`src/rtl/instruction_fetch_stage.sv`:
```
`timescale 1ns/1ps
`default_nettype none
// +----------------------------------------------------------------------------+
// | instruction_fetch_stage: PC owner, handshaked imem fetch, IF/ID register.  |
// | Optional IF_PERF_CNT_EN adds the fetch_stall_cycles counter.               |
// | Revision: 1.0                                                              |
// +----------------------------------------------------------------------------+
module instruction_fetch_stage #(
  parameter logic [63:0] RESET_PC = 64'h0
) (
  input  logic        clk,
  input  logic        reset,
  output logic        imem_req,
  output logic [63:0] imem_addr,
  input  logic        imem_ack,
  input  logic [31:0] imem_rdata,
  input  logic        stall,
  input  logic        flush,
  input  logic        redirect,
  input  logic [63:0] redirect_pc,
  output logic [31:0] if_id_instr,
  output logic [63:0] if_id_pc,
  output logic        if_id_valid
`ifdef IF_PERF_CNT_EN
  ,
  output logic [31:0] fetch_stall_cycles
`endif
);

  typedef enum logic [1:0] {
    ST_FETCH = 2'd0,
    ST_HOLD  = 2'd1,
    ST_DROP  = 2'd2
  } state_t;

  state_t      state;
  state_t      state_nxt;
  logic [63:0] pc;
  logic [63:0] pc_nxt;
  logic [63:0] drop_addr;
  logic [63:0] drop_addr_nxt;
  logic [31:0] hold_instr;
  logic [31:0] hold_instr_nxt;
  logic [63:0] hold_pc;
  logic [63:0] hold_pc_nxt;
  logic [31:0] instr_nxt;
  logic [63:0] ipc_nxt;
  logic        valid_nxt;
  logic [63:0] pc_plus4;
  logic [63:0] redirect_tgt;

  assign pc_plus4     = pc + 64'd4;
  assign redirect_tgt = {redirect_pc[63:2], 2'b00};

  // DROP keeps presenting the abandoned address until memory completes it.
  assign imem_req  = (state != ST_HOLD);
  assign imem_addr = (state == ST_DROP) ? drop_addr : pc;

  always_ff @(posedge clk or posedge reset) begin
    if (reset) begin
      state       <= ST_FETCH;
      pc          <= RESET_PC;
      drop_addr   <= 64'd0;
      hold_instr  <= 32'd0;
      hold_pc     <= 64'd0;
      if_id_instr <= 32'd0;
      if_id_pc    <= 64'd0;
      if_id_valid <= 1'b0;
    end else begin
      state       <= state_nxt;
      pc          <= pc_nxt;
      drop_addr   <= drop_addr_nxt;
      hold_instr  <= hold_instr_nxt;
      hold_pc     <= hold_pc_nxt;
      if_id_instr <= instr_nxt;
      if_id_pc    <= ipc_nxt;
      if_id_valid <= valid_nxt;
    end
  end

  always_comb begin
    state_nxt      = state;
    pc_nxt         = pc;
    drop_addr_nxt  = drop_addr;
    hold_instr_nxt = hold_instr;
    hold_pc_nxt    = hold_pc;
    instr_nxt      = if_id_instr;
    ipc_nxt        = if_id_pc;
    valid_nxt      = if_id_valid;

    if (redirect) begin
      pc_nxt    = redirect_tgt;
      valid_nxt = 1'b0;
      // An unanswered request cannot be withdrawn; wait out its ack in DROP.
      if (state == ST_FETCH && !imem_ack) begin
        state_nxt     = ST_DROP;
        drop_addr_nxt = pc;
      end else if (state == ST_DROP && !imem_ack) begin
        state_nxt = ST_DROP;
      end else begin
        state_nxt = ST_FETCH;
      end
    end else begin
      unique case (state)
        ST_FETCH: begin
          if (imem_ack) begin
            pc_nxt = pc_plus4;
            if (flush) begin
              valid_nxt = 1'b0;
            end else if (stall) begin
              hold_instr_nxt = imem_rdata;
              hold_pc_nxt    = pc;
              state_nxt      = ST_HOLD;
            end else begin
              instr_nxt = imem_rdata;
              ipc_nxt   = pc;
              valid_nxt = 1'b1;
            end
          end else if (flush || !stall) begin
            valid_nxt = 1'b0;
          end
        end
        ST_HOLD: begin
          if (flush) begin
            valid_nxt = 1'b0;
            state_nxt = ST_FETCH;
          end else if (!stall) begin
            instr_nxt = hold_instr;
            ipc_nxt   = hold_pc;
            valid_nxt = 1'b1;
            state_nxt = ST_FETCH;
          end
        end
        ST_DROP: begin
          if (imem_ack) begin
            state_nxt = ST_FETCH;
          end
          if (flush || !stall) begin
            valid_nxt = 1'b0;
          end
        end
        default: begin
          state_nxt = ST_FETCH;
        end
      endcase
    end
  end

`ifdef IF_PERF_CNT_EN
  logic [31:0] stall_cnt;
  logic        stall_cycle;

  assign stall_cycle = (imem_req && !imem_ack) || (state == ST_HOLD);

  always_ff @(posedge clk or posedge reset) begin
    if (reset) begin
      stall_cnt <= 32'd0;
    end else if (stall_cycle && (stall_cnt != 32'hFFFF_FFFF)) begin
      stall_cnt <= stall_cnt + 32'd1;
    end
  end

  assign fetch_stall_cycles = stall_cnt;
`else
  // Stall telemetry is not built in this configuration.
`endif

endmodule
`default_nettype wire

```
`config.mk`:
```
export PLATFORM = sky130hd
export DESIGN_NAME = instruction_fetch_stage
export DESIGN_NICKNAME = d
export VERILOG_FILES = /design/src/rtl/instruction_fetch_stage.sv
export SDC_FILE = /design/constraint.sdc
export NUM_CORES = 1
export LEC_CHECK = 0
export CAP_MARGIN = 25
export CORE_ASPECT_RATIO = 1.2
export CORE_MARGIN = 4
export CORE_UTILIZATION = 53
export CTS_CLUSTER_SIZE = 40
export DETAILED_ROUTE_END_ITERATION = 8
export PLACE_DENSITY = 0.76
export SLEW_MARGIN = 20
export SYNTH_ARGS = -nofsm -noshare
export SYNTH_HDL_FRONTEND = slang
export SYNTH_SLANG_ARGS = --single-unit
```
`constraint.sdc`:
```
create_clock -name clk -period 12.9 [get_ports clk]
set_input_delay 1.29 -clock clk [delete_from_list [all_inputs] [get_ports clk]]
set_output_delay 1.29 -clock clk [all_outputs]
set_load 0.1 [all_outputs]
```
After elaboration in Yosys (flattened, before gate mapping)
Index checks and enable logic that the tools add are counted.
{"block": "totals", "regBits": 323}
{"block": "classes", "addsub": 1, "n_eq_ne": 13, "muxes": 32, "bitwise_logic": 2, "n_reduce_logical": 15}
{"cell": "$mux 64", "n": 9}
{"cell": "$mux 32", "n": 5}
{"cell": "$pmux 64 s2", "n": 1}
{"cell": "$add 64x3->64 const B", "n": 1}
{"cell": "$pmux 32 s2", "n": 1}
{"cell": "$mux 2", "n": 9}
{"cell": "$ne 3x3->1 const B", "n": 4}
{"cell": "$ne 2x2->1 const B", "n": 5}
{"cell": "$reduce_and 5->1", "n": 2}
{"cell": "$reduce_and 7->1", "n": 1}
{"cell": "$pmux 2 s3", "n": 1}
{"cell": "$reduce_bool 2->1", "n": 3}
{"cell": "$mux 1", "n": 5}
{"cell": "$ne 4x4->1 const B", "n": 1}
{"cell": "$reduce_and 2->1", "n": 2}
{"cell": "$reduce_bool 4->1", "n": 1}
{"cell": "$pmux 1 s3", "n": 1}
{"cell": "$eq 2x1->1 const B", "n": 1}
{"cell": "$eq 2x2->1 const B", "n": 1}
{"cell": "$logic_and 1x1->1", "n": 2}
{"cell": "$logic_not 1->1", "n": 2}
{"cell": "$logic_not 2->1", "n": 1}
{"cell": "$ne 2x1->1 const B", "n": 1}
{"cell": "$not 1->1", "n": 2}
{"cell": "$logic_or 1x1->1", "n": 1}

Depth between registers and ports, before layout
{"block": "depth", "ltp_word": 6, "ltp_mapped": 10, "ltp_nobuf": 7}

Worst setup path before layout
OpenSTA, ideal clock, no wires.
{"block": "synth_path", "kind": "register -> output", "start": "register state[0]", "end": "output imem_addr[17]", "t_arrival_ns": 3.089, "required_ns": 11.610, "path_slack_ns": 8.521, "stages_incl_launch_ff": 6, "cell_sequence": "dfrtp_1 > inv_1 > ha_1 > clkbuf_1 > clkbuf_1 > o21ai_0"}
{"block": "synth_via", "elab_chain_cells": 2}
{"element": "from (decl)", "line_no": "36", "rtl": "state_t state;"}
{"element": "from (signal assigned)", "line_no": "70", "rtl": "state <= state_nxt;"}
{"element": "$eq 2x2->1", "line_no": "57", "rtl": "assign imem_addr = (state == ST_DROP) ? drop_addr : pc;"}
{"element": "$mux 64", "line_no": "57"}
{"element": "to (decl)", "line_no": "14", "rtl": "output logic [63:0] imem_addr,"}
No other way between the ends.

Worst setup path in the final report
{"block": "layout_path", "start": "register state[0]", "end": "output imem_addr[31]"}
Same word-level chain as after synthesis.

==> metrics <==
result of the run=complete, no violations; placeable core area=0.0273 mm2; Fmax achieved=219 MHz; post-layout min period=4.56 ns; cells traversed along the worst timing path=inv_1, ha_4, buf_16, nand2_1, o21ai_0, clkdlybuf4s50_1; die outline height=191 um; Num CTS Buffers=34; initial cell density of the core=54.2%; average size of a mapped cell=11.0 um2; Routed Antenna Nets=0; maximum fanout along the worst path=48; final-layout worst hold slack=0.480 ns; Slew Viols, Final=0; start point of the critical path=state[0]$_DFFE_PP0P_; class of the most critical setup path=register to output pin; cell type group with the largest total delay on the critical path=buffers and inverters; Warnings, synthesis=0; Synth area leaders=sky130_fd_sc_hd__dfrtp_1, sky130_fd_sc_hd__mux2_2, sky130_fd_sc_hd__mux2i_1; H-tree level count=2; worst reg2reg path endpoint=if_id_pc[53]$_DFFE_PP0P_; full die area=0.0307 mm2; commonest cells in the synthesized netlist=sky130_fd_sc_hd__dfrtp_1, sky130_fd_sc_hd__mux2_2, sky130_fd_sc_hd__nor2_1, sky130_fd_sc_hd__a21oi_1, sky130_fd_sc_hd__mux2i_1; top cell type by total area after synthesis=sky130_fd_sc_hd__dfrtp_1; slowest cell on the critical path=sky130_fd_sc_hd__clkdlybuf4s50_1; register bit count reported by yosys=315; half-perimeter wire length after placement=23200 um; depth of the worst register-to-register path=9; Arrival @ worst endpoint=3.27 ns; Synth cell types=46; number of setup violations in the final report=0; area delta synth->final=26.5%; number of synthesized flops with an enable pin=0; most common cell in the synthesized netlist=sky130_fd_sc_hd__dfrtp_1; input/output buffers=257; number of sinks driven by the clock tree=315; crit start category=register; post-route fraction of the period consumed by the critical path=35.4%; GP Congestion=0.786; netlist area before placement=0.0148 mm2; combined buffer and inverter count along the critical path=3; iteration-0 DRC count of the detailed router=598; number of logic stages on the critical path including buffering=6; maxcap violations=0; Post-CTS Setup Repair Bufs=0; Final TNS setup=0 ns; total congestion overflow after global routing=0; Max clock buf depth=3; proportion of synthesized chip area in sequential cells=53.2%; Post-Place Worst Slack=8.22 ns; Avg WL per Cell=18.7 um; number of nets in the final layout=1629; antenna violations before repair=1; launching point of the worst reg2reg path=state[1]$_DFFE_PP0P_; number of vias in the routed layout=10900; final count of hold timing violations=0; ratio of cells with drive above 1 in the final layout=18.3%; vias in the first global route=11100; post-cts resize count=0; boundary pin count=264; slew of the pin with the lowest slew margin=1.07 ns; worst min path class=register to register; max-slew headroom at the worst pin=28.8%; Crit. End Element=output pin; clock tree from TritonCTS=done; number of hold-repair buffers added at the cts stage=0; pin count of the biggest net entering global routing=188; Vias/cell=5.67; Clock transition at path regs=0.06 ns; Post-Route Skew=0.0111 ns; Required @ worst endpoint=11.61 ns; reg2reg setup slack=8.37 ns; setup repair after global routing missed its margin=false; final core utilization=68.6%; clk root buf=sky130_fd_sc_hd__clkbuf_16; Total Routing Usage GR=23.3%; timing endpoint of the critical path=imem_addr[31]; Worst path max stage delay=1.21 ns; Worst-Skew Late Latency=0.50 ns; most instantiated flip-flop cell in the synthesis netlist=sky130_fd_sc_hd__dfrtp_1; synthesized instance count=1341; cell row count=66; global-route wire length before repair=58700 um; hold-critical path depth=2; count of unresolved DRC violations after routing=0; share of Yosys cell area claimed by the top area cell type=53.2%; post-route setup slack=8.34 ns; proportion of synthesized flip-flops having asynchronous set or reset=100%; Chip Width=161 um; routed wire length=36000 um; start point of the worst hold path=drop_addr[30]$_DFFE_PP0P_; first-pass iteration count of the detailed router=6
-- per-layer routing --
layer  part of all wire, %  routed length (um)  GRT usage (%)
met5                     0                   0              0
met4                   2.4                 869           6.49
met1                    44               15700           31.5
met3                   5.6                2000           4.46
met2                    48               17400           38.9
-- sequential cells by signal, summed over array words and instances (netlist names) --
signal	count
state	2
if_id_pc	62
drop_addr	62
if_id_instr	32
hold_pc	62
if_id_valid	1
hold_instr	32
pc	62
-- worst register-to-register path, cell delays in order (launching register included) --
cell and delay [ns]:
sky130_fd_sc_hd__dfrtp_1 0.40, sky130_fd_sc_hd__inv_1 0.15, sky130_fd_sc_hd__ha_4 0.75, sky130_fd_sc_hd__buf_4 0.91, sky130_fd_sc_hd__nand2b_1 0.26, sky130_fd_sc_hd__a2111oi_4 0.82
sky130_fd_sc_hd__buf_4 0.55, sky130_fd_sc_hd__buf_12 0.33, sky130_fd_sc_hd__nor2_1 0.15, sky130_fd_sc_hd__a21oi_1 0.13
-- worst min path at each step --
stage                                      to  slack (ns)
global placement    drop_addr[17]$_DFFE_PP0P_        0.46
detailed placement  drop_addr[59]$_DFFE_PP0P_        0.47
finish              drop_addr[30]$_DFFE_PP0P_        0.48
floorplan           drop_addr[17]$_DFFE_PP0P_        0.45
CTS                 drop_addr[30]$_DFFE_PP0P_        0.48
global route        drop_addr[17]$_DFFE_PP0P_        0.51
-- placed cells by master (no fill, tap or decap), types with 3 or more instances in the layout --
cell type | netlist | routed
sky130_fd_sc_hd__mux2_2 | 199 | 199
sky130_fd_sc_hd__mux2i_1 | 97 | 97
sky130_fd_sc_hd__nand3_1 | 23 | 23
sky130_fd_sc_hd__clkbuf_16 | 0 | 37
sky130_fd_sc_hd__buf_4 | 4 | 9
sky130_fd_sc_hd__clkbuf_8 | 0 | 7
sky130_fd_sc_hd__or2_2 | 3 | 3
sky130_fd_sc_hd__a31oi_1 | 17 | 17
sky130_fd_sc_hd__nor2b_1 | 4 | 4
sky130_fd_sc_hd__dfrtp_1 | 315 | 315
sky130_fd_sc_hd__bufinv_16 | 0 | 3
sky130_fd_sc_hd__clkbuf_1 | 94 | 5
sky130_fd_sc_hd__clkinv_2 | 0 | 8
sky130_fd_sc_hd__clkdlybuf4s50_1 | 0 | 256
sky130_fd_sc_hd__a21oi_1 | 98 | 98
sky130_fd_sc_hd__o21ai_0 | 61 | 61
sky130_fd_sc_hd__or4_1 | 18 | 18
sky130_fd_sc_hd__and4_1 | 8 | 8
sky130_fd_sc_hd__o31ai_1 | 15 | 15
sky130_fd_sc_hd__nand2_1 | 89 | 89
sky130_fd_sc_hd__nor3_1 | 12 | 12
sky130_fd_sc_hd__inv_1 | 15 | 14
sky130_fd_sc_hd__or3_1 | 3 | 3
sky130_fd_sc_hd__nand2b_1 | 3 | 3
sky130_fd_sc_hd__conb_1 | 1 | 4
sky130_fd_sc_hd__nor4_1 | 20 | 20
sky130_fd_sc_hd__nand4_1 | 21 | 21
sky130_fd_sc_hd__and3_1 | 5 | 5
sky130_fd_sc_hd__xnor2_1 | 33 | 33
sky130_fd_sc_hd__xor2_1 | 6 | 6
sky130_fd_sc_hd__nor2_1 | 125 | 125
-- layout make-up --
class | count | area (um2)
Sequential cell | 315 | 7880
Timing Repair Buffer | 270 | 2740
Multi-Input combinational cell | 887 | 6410
Tap cell | 374 | 468
Antenna cell | 1 | 2.50
Inverter | 15 | 63.8
Clock buffer | 49 | 1040
Clock inverter | 11 | 130
Fill cell | 2033 | 8600
-- through the flow --
stage | instance area, um2 | cells
floorplan | 14800 | 1344
global placement | 17500 | 1857
detailed placement | 17500 | 1858
CTS | 18700 | 1918
global route | 18700 | 1922
finish | 18700 | 1922
-- kinds of logic after synthesis --
logic type / count (synthesis) / synth area share, %
AO/OA/AOI/OAI: 202 / 7.50
AND/OR/NAND/NOR: 342 / 11.1
buffers and inverters: 142 / 3.88
adder cells (fa/ha/maj): 4 / 0.338
XOR/XNOR: 39 / 2.31
multiplexers: 296 / 21.7
other: 1 / 0.0253
flip-flops: 315 / 53.2
Power is left out: the tool's default activity adds up to more than one toggle a clock period on the data nets, which glitch-free logic cannot reach.
